File: src/rtl/sa_sc_fifo_lvl_pkg.sv
// Shared types and parameter checks for the show-ahead single-clock FIFO.
package fifo_pkg;

  typedef struct packed {
    logic overflow;
    logic underflow;
  } fifo_err_t;

  // Thresholds must lie within the reachable usedw range for the given depth.
  function automatic bit thr_legal(input int aw, input int afull, input int aempty);
    return (afull >= 1) && (afull <= (1 << aw)) &&
           (aempty >= 0) && (aempty <= (1 << aw) - 1);
  endfunction

endpackage

File: src/rtl/sa_sc_fifo_lvl_ram.sv
// Simple dual-port RAM, registered read, old data returned on read-during-write.
module sdp_ram_oldrdw #(
  parameter int DATA_WIDTH = 8,
  parameter int ADDR_WIDTH = 8
) (
  input  logic                  clk,
  input  logic                  we,
  input  logic [ADDR_WIDTH-1:0] waddr,
  input  logic [DATA_WIDTH-1:0] d,
  input  logic [ADDR_WIDTH-1:0] raddr,
  output logic [DATA_WIDTH-1:0] q
);

  logic [DATA_WIDTH-1:0] mem [2**ADDR_WIDTH];

  always_ff @(posedge clk) begin
    if (we) mem[waddr] <= d;
    q <= mem[raddr];
  end

endmodule

File: src/rtl/sa_sc_fifo_lvl.sv
// Show-ahead single-clock FIFO with level flags, usedw and sticky error flags.
module sa_sc_fifo_lvl
  import fifo_pkg::*;
#(
  parameter int DATA_WIDTH = 8,
  parameter int ADDR_WIDTH = 8,
  parameter int AFULL_THR  = 2**ADDR_WIDTH - 1,
  parameter int AEMPTY_THR = 1
) (
  input  logic                  clk,
  input  logic                  rst_n,
  input  logic                  sclr,
  input  logic [DATA_WIDTH-1:0] d,
  input  logic                  we,
  input  logic                  ack,
  output logic [DATA_WIDTH-1:0] q,
  output logic                  empty,
  output logic                  full,
  output logic                  almost_full,
  output logic                  almost_empty,
  output logic [ADDR_WIDTH:0]   usedw,
  output logic                  overflow,
  output logic                  underflow
);

  if (!thr_legal(ADDR_WIDTH, AFULL_THR, AEMPTY_THR)) begin : g_bad_thr
    $error("sa_sc_fifo_lvl: AFULL_THR/AEMPTY_THR out of range");
  end

  localparam logic [ADDR_WIDTH:0] AFULL_L  = (ADDR_WIDTH+1)'(AFULL_THR);
  localparam logic [ADDR_WIDTH:0] AEMPTY_L = (ADDR_WIDTH+1)'(AEMPTY_THR);

  logic [ADDR_WIDTH:0] wptr, rptr;
  logic [ADDR_WIDTH:0] wptr_next, rptr_next, usedw_next;
  logic                ack_eff, we_eff, clr, ram_we;
  fifo_err_t           err;

  always_comb begin
    clr        = ~rst_n | sclr;
    ack_eff    = ack & ~empty;
    we_eff     = we & (~full | ack_eff);
    ram_we     = we_eff & ~clr;
    wptr_next  = wptr + {{ADDR_WIDTH{1'b0}}, we_eff};
    rptr_next  = rptr + {{ADDR_WIDTH{1'b0}}, ack_eff};
    usedw_next = wptr_next - rptr_next;
  end

  // Read address runs one step ahead so q already shows the new head after an ack.
  sdp_ram_oldrdw #(
    .DATA_WIDTH (DATA_WIDTH),
    .ADDR_WIDTH (ADDR_WIDTH)
  ) u_ram (
    .clk   (clk),
    .we    (ram_we),
    .waddr (wptr[ADDR_WIDTH-1:0]),
    .d     (d),
    .raddr (rptr_next[ADDR_WIDTH-1:0]),
    .q     (q)
  );

  // empty compares the current wptr so a fresh word only shows once the RAM read has caught up.
  always_ff @(posedge clk) begin
    if (clr) begin
      wptr         <= '0;
      rptr         <= '0;
      usedw        <= '0;
      empty        <= 1'b1;
      full         <= 1'b0;
      almost_empty <= 1'b1;
      almost_full  <= 1'b0;
      err          <= '0;
    end else begin
      wptr          <= wptr_next;
      rptr          <= rptr_next;
      usedw         <= usedw_next;
      empty         <= (wptr == rptr_next);
      full          <= ({~wptr_next[ADDR_WIDTH], wptr_next[ADDR_WIDTH-1:0]} == rptr_next);
      almost_full   <= (usedw_next >= AFULL_L);
      almost_empty  <= (usedw_next <= AEMPTY_L);
      err.overflow  <= err.overflow  | (we & ~we_eff);
      err.underflow <= err.underflow | (ack & empty);
    end
  end

  assign overflow  = err.overflow;
  assign underflow = err.underflow;

endmodule

File: config.mk
export PLATFORM = sky130hd
export DESIGN_NAME = sa_sc_fifo_lvl
export DESIGN_NICKNAME = d
export VERILOG_FILES = /design/src/rtl/sa_sc_fifo_lvl_pkg.sv /design/src/rtl/sa_sc_fifo_lvl_ram.sv /design/src/rtl/sa_sc_fifo_lvl.sv
export SDC_FILE = /design/constraint.sdc
export NUM_CORES = 2
export LEC_CHECK = 0
export ABC_AREA = 0
export CORE_UTILIZATION = 45
export CTS_BUF_LIST = sky130_fd_sc_hd__clkbuf_2 sky130_fd_sc_hd__clkbuf_4 sky130_fd_sc_hd__clkbuf_8
export CTS_CLUSTER_SIZE = 8
export DETAILED_ROUTE_END_ITERATION = 8
export SYNTH_ARGS = -nofsm -noshare
export SYNTH_HDL_FRONTEND = slang
export SYNTH_SLANG_ARGS = --single-unit
export TNS_END_PERCENT = 100
File: constraint.sdc
create_clock -name clk -period 14.7 [get_ports clk]
set_input_delay 4.41 -clock clk [delete_from_list [all_inputs] [get_ports clk]]
set_output_delay 4.41 -clock clk [all_outputs]
set_load 0.01 [all_outputs]
# After elaboration in Yosys (flattened, before gate mapping)
# Memory sizes are Yosys's and may differ from the RTL's. A register that Yosys moved wholly into a read port is not among the register bits.
# Index checks and enable logic that the tools add are counted.
# totals
ff_bits	33
ram_bits	2048
in_bits	13
out_inout_bits	23
word_cells	34
mem_count	1
# mem_list
memory	words	word_bits	read_ports	rd_ports_with_merged_regs	wr	line	text
u_ram.mem	256	8	1	1	1	sa_sc_fifo_lvl_ram.sv:14	logic [DATA_WIDTH-1:0] mem [2**ADDR_WIDTH];
# op_classes
add_sub_neg	3
magnitude_cmp	2
n_eq_ne	2
mux	2
n_bitwise	15
# op_table
op	count
9-bit by 1-bit adder with 9-bit output	2
9-bit equality test	2
9-bit by 8-bit greater-or-equal comparator with 1-bit output (second input constant)	1
9-bit by 1-bit less-or-equal comparator with 1-bit output (second input constant)	1
9-bit subtractor	1
1-bit inverter	6
1-bit AND	5
1-bit OR	4
1-bit 2-to-1 mux	2

# Depth between registers and ports, before layout
# logic_depth
depth_word	7
mapped_depth	18
mapped_depth_nobuf	15

# Cells and area by module
# Synthesis repeated with hierarchy kept, for this count alone.
# hier_totals
hier_cells	3932
area_unflattened_um2	81350.5
# by_module_without_submodules
mod	n_inst	cells_per_inst	area_each_um2	seq_area_each_um2
sdp_ram_oldrdw	1	3733	79556.3	61659.1
sa_sc_fifo_lvl	1	199	1794.2	660.6

# Least setup slack after synthesis
# Ideal clock, no wire load.
# synth_timing
path_type	input to register
start	in ack
end	reg almost_full
t_arrival_ns	8.154
required_ns	14.626
slack_ns	6.472
stages	18
path_cell_list	nand2b_1 -> inv_1 -> ha_1 -> ha_1 -> buf_2 -> buf_2 -> buf_1 -> clkbuf_1 -> inv_1 -> ha_1 -> nor2b_1 -> o21ai_0 -> a21boi_0 -> a221o_1 -> a31oi_2 -> xor2_1 -> or4_1 -> o21ai_0
# synth_via
word_cells_on_any_way	7
# synth_lines
item	line	text
start, declared	sa_sc_fifo_lvl.sv:15	input logic ack,
1-bit AND	sa_sc_fifo_lvl.sv:40	ack_eff = ack & ~empty;
9-bit by 1-bit adder with 9-bit output	sa_sc_fifo_lvl.sv:44	rptr_next = rptr + {{ADDR_WIDTH{1'b0}}, ack_eff};
via rptr_next[1]	sa_sc_fifo_lvl.sv:34	logic [ADDR_WIDTH:0] wptr_next, rptr_next, usedw_next;
9-bit subtractor	sa_sc_fifo_lvl.sv:45	usedw_next = wptr_next - rptr_next;
9-bit by 8-bit greater-or-equal comparator with 1-bit output	sa_sc_fifo_lvl.sv:78	almost_full <= (usedw_next >= AFULL_L);
end signal, assigned	sa_sc_fifo_lvl.sv:78	
end, declared	sa_sc_fifo_lvl.sv:19	output logic almost_full,
# The timed path passes the listed nets, and every way through them passes these cells.
# A chain may end at the register's enable or synchronous reset.

# Worst setup path after layout
# layout_timing
start	in ack
end	reg u_ram.q[2] (read register of u_ram.mem)
# layout_via
elab_chain_len	2
# layout_rtl
item	line	text
1-bit AND	sa_sc_fifo_lvl.sv:40	
9-bit by 1-bit adder with 9-bit output	sa_sc_fifo_lvl.sv:44	
via rptr_next[1]	sa_sc_fifo_lvl.sv:34	
end, declared	sa_sc_fifo_lvl_ram.sv:11	output logic [DATA_WIDTH-1:0] q
# The timed path passes the listed nets, and every way through them passes these cells.

==> impl_metrics.json <==
{
  "fp.dieArea_sq_um": 182900,
  "cts_tree": "yes",
  "switching_power_mw": 2.390,
  "power_report.internal_total_mw": 9.250,
  "final_period_minus_worst_setup_slack_ps": 9133,
  "critical_path_at_ps": 10080,
  "pin_count": 36,
  "ys.flop_type": "edfxtp_1",
  "timing.max_cap.violations": 0,
  "floorplan.rows": 155,
  "routed-via-count": 39562,
  "max-slew-margin-rel_pct": 23.00,
  "switching_share_pct": 20.53,
  "die-width_um": 427.6,
  "leakage_nw": 27.41,
  "postSynthCellCount": 3938,
  "grt_pass1_wl_um": 285100,
  "outcome": "finished, final reports clean",
  "h-tree-depth": 5,
  "tightest_slew_ps": 1155,
  "crit_required_ps": 15650,
  "syn_nets": 3964,
  "synth_seq_area_share_pct": 76.44,
  "synth-async-reset-ratio_pct": 0,
  "seqPwrFrac_pct": 56.2,
  "vias_per_cell": 5.861,
  "critical_path.top_delay_family": "buffers and inverters",
  "highest_ir_drop_seen_on_vdd_uv": 88.45,
  "path_class": "input pin to flip-flop",
  "slowest_stage": "buf_4",
  "cts_setup_buffers": 0,
  "drtAntennaViolNets": 0,
  "end_kind": "flip-flop",
  "grt_max_degree": 155,
  "start_util_pct": 45.49,
  "clkTransAtPathRegs_ps": 60,
  "clock-sinks": 2089,
  "drt_first_pass_iters": 5,
  "dieHeight_um": 427.6,
  "ctsResizeCount": 0,
  "core_area_sq_um": 179200,
  "critPathMaxFanout": 129,
  "grt_setup_unrepaired": "false",
  "portBuffers": 35,
  "syn_avg_cell_area_sq_um": 20.70,
  "clock_power_share_pct": 41.9,
  "synth-edff-count": 2048,
  "worst_path_cell_trace": "clkdlybuf4s50_1 > nand2b_1 > inv_1 > ha_4 > ha_4 > buf_4 > buf_12 > buf_4 > mux4_2 > nand2_1 > a311oi_1 > a311oi_1 > a211oi_1 > a21oi_1 > a21oi_1",
  "timing_hold_violations_final": 0,
  "grt_use_total_pct": 21.71,
  "critPathLaunchType": "input pin",
  "period_share_pct": 62.13,
  "crit_path_max_incr_delay_ps": 870,
  "setup_viol_count_final": 0,
  "detail_route.iter0.violations": 4167,
  "drive_gt1_share_pct": 26.63,
  "netlist_area_sq_um": 81520,
  "clock-root-buffer": "clkbuf_8",
  "cts_inserted_buffers": 354,
  "grt_antenna_before_repair": 8,
  "detailed_route_drc_error_count": 0,
  "power.combinational.fraction_pct": 1.9,
  "global_route.overflow_total": 0,
  "fmax_ghz": 0.1095,
  "synth.lib_cells_used.distinct": 45,
  "clock-skew-final_ps": 72.84,
  "min-delay-path-class": "flip-flop to flip-flop",
  "grt_pass1_vias": 40408,
  "power.density_nw_per_um2": 127.8,
  "finalWirelength_um": 197300,
  "hold_ws_ps": 474.3,
  "ys_ff_latch": 2089,
  "worst_skew_pair.late_latency_ps": 1030,
  "cts_hold_repair.buffers": 0,
  "routed_wire_length_per_instance_um": 29.24,
  "fin_tns_setup_ps": 0,
  "gp_routability_congestion": 0.8040,
  "final_net_count": 4182,
  "crit_path_buffers_inverters": 5,
  "area_delta_synth_final_pct": 11.71,
  "hpwlAfterDp_um": 109700,
  "cts-root-to-sink-buffers": 4,
  "synth_warnings": 0,
  "report.final.slew_viol_count": 0
}
-- metrics by stage --
| stage | instance area [sq um] | total power [mW] | util, % | setup WS, ps | cells |
|---|---|---|---|---|---|
| 2_1_floorplan | 81520 | 6.748 | - | 6472 | 3938 |
| 3_3_place_gp | 84600 | 6.885 | 47.21 | 4620 | 6155 |
| 3_5_place_dp | 84600 | 6.891 | 47.21 | 4629 | 6155 |
| 4_1_cts | 91060 | 11.74 | 50.82 | 5739 | 6748 |
| 5_1_grt | 91070 | 12.00 | 50.82 | 5496 | 6749 |
| 6_report | 91070 | 11.64 | 50.82 | 5567 | 6750 |
-- state kept, by name, indices dropped and copies added (netlist names) --
name          count
u_ram.mem      2048
u_ram.q           8
almost_empty      1
full              1
rptr              9
wptr              9
overflow          1
underflow         1
usedw             9
empty             1
almost_full       1
-- worst register-to-register path, delay by kind of cell (launching register included) --
family / cells / cell delay, ps
mux: 1 / 490
flops: 1 / 360
fa+ha+maj: 2 / 470
compound gates: 5 / 1480
buf+inv: 4 / 2600
simple gates: 2 / 220
-- logic make-up (layout without fill, tap and decap cells) --
kind of cell	count (synthesis)	count (layout)	synth area share (%)
xor gates and xnor gates	35	35	0.3944
AOI/OAI and AO/OA	143	143	1.306
and+or+nand+nor	730	730	3.734
adders and majority gates	13	13	0.2087
muxes	673	673	16.61
buffers and inverters	255	710	1.301
other	0	2	0
DFF	2089	2089	76.44
-- final timing paths --
path | to | startpoint | slack (ps) | cells past startpoint
worst min-delay path | underflow | underflow | 470 | 2
worst max-delay path | u_ram.q[2] | ack | 5570 | 15
worst max register to register | u_ram.q[2] | empty | 8990 | 14
worst min register to register | underflow | underflow | 470 | 2
-- area by class of cell --
type	instances	area, sq um
inverter	14	57.56
clock buffer	501	6032
clock inverter	92	430.4
multi-input combinational	1594	18300
antenna	2	5.005
fill	14309	88130
timing repair buffer	103	975.9
sequential	2089	62320
tap	2355	2947
-- routing by layer --
metal / global-route usage [%] / up-vias / wire length, um
met3: 4.454 / 284 / 15330
met4: 6.447 / 0 / 4761
met2: 33.67 / 1647 / 93930
met5: 0 / - / 0
met1: 31.23 / 21021 / 83330
li1: - / 16610 / -
-- layout by cell type, fill, tap and decap left out, types with 24 or more instances in the layout --
cell / netlist / layout
edfxtp_1: 2048 / 2048
mux4_2: 544 / 544
clkbuf_8: 0 / 363
nor2_1: 285 / 285
nand2_1: 286 / 277
clkbuf_4: 0 / 138
mux2i_1: 129 / 129
nand3_1: 81 / 75
clkinv_1: 0 / 72
a311oi_1: 64 / 64
buf_4: 0 / 62
dfxtp_1: 41 / 41
a21oi_1: 36 / 36
and3_1: 33 / 33
clkdlybuf4s50_1: 0 / 27
a211oi_1: 24 / 24
-- power by group through the flow --
stage | Combinational (mW) | Clock (mW) | Sequential (mW)
after floorplan | 0.0813 | 0 | 6.67
after global placement | 0.217 | 0 | 6.67
after detailed placement | 0.223 | 0 | 6.67
after CTS | 0.223 | 4.97 | 6.54
after global routing | 0.235 | 5.22 | 6.54
final | 0.218 | 4.88 | 6.54
-- cell usage after synthesis, types with 3 or more instances --
cell	n	area [sq um]
a211oi_1	24	180.2
a21oi_1	36	180.2
a311oi_1	64	560.5
and2_1	9	56.30
and3_1	33	206.5
and4_1	3	26.28
buf_1	26	97.59
buf_2	83	415.4
clkbuf_1	132	495.5
dfxtp_1	41	820.8
edfxtp_1	2048	61500
ha_1	12	150.1
inv_1	13	48.80
mux2i_1	129	1291
mux4_2	544	12250
nand2_1	286	1074
nand2b_1	3	18.77
nand3_1	81	405.4
nand4_1	10	62.56
nor2_1	285	1070
nor2b_1	8	50.05
nor3_1	4	20.02
o21ai_0	4	20.02
xnor2_1	18	157.7
xor2_1	15	131.4
(Power assumes the default switching activity.)
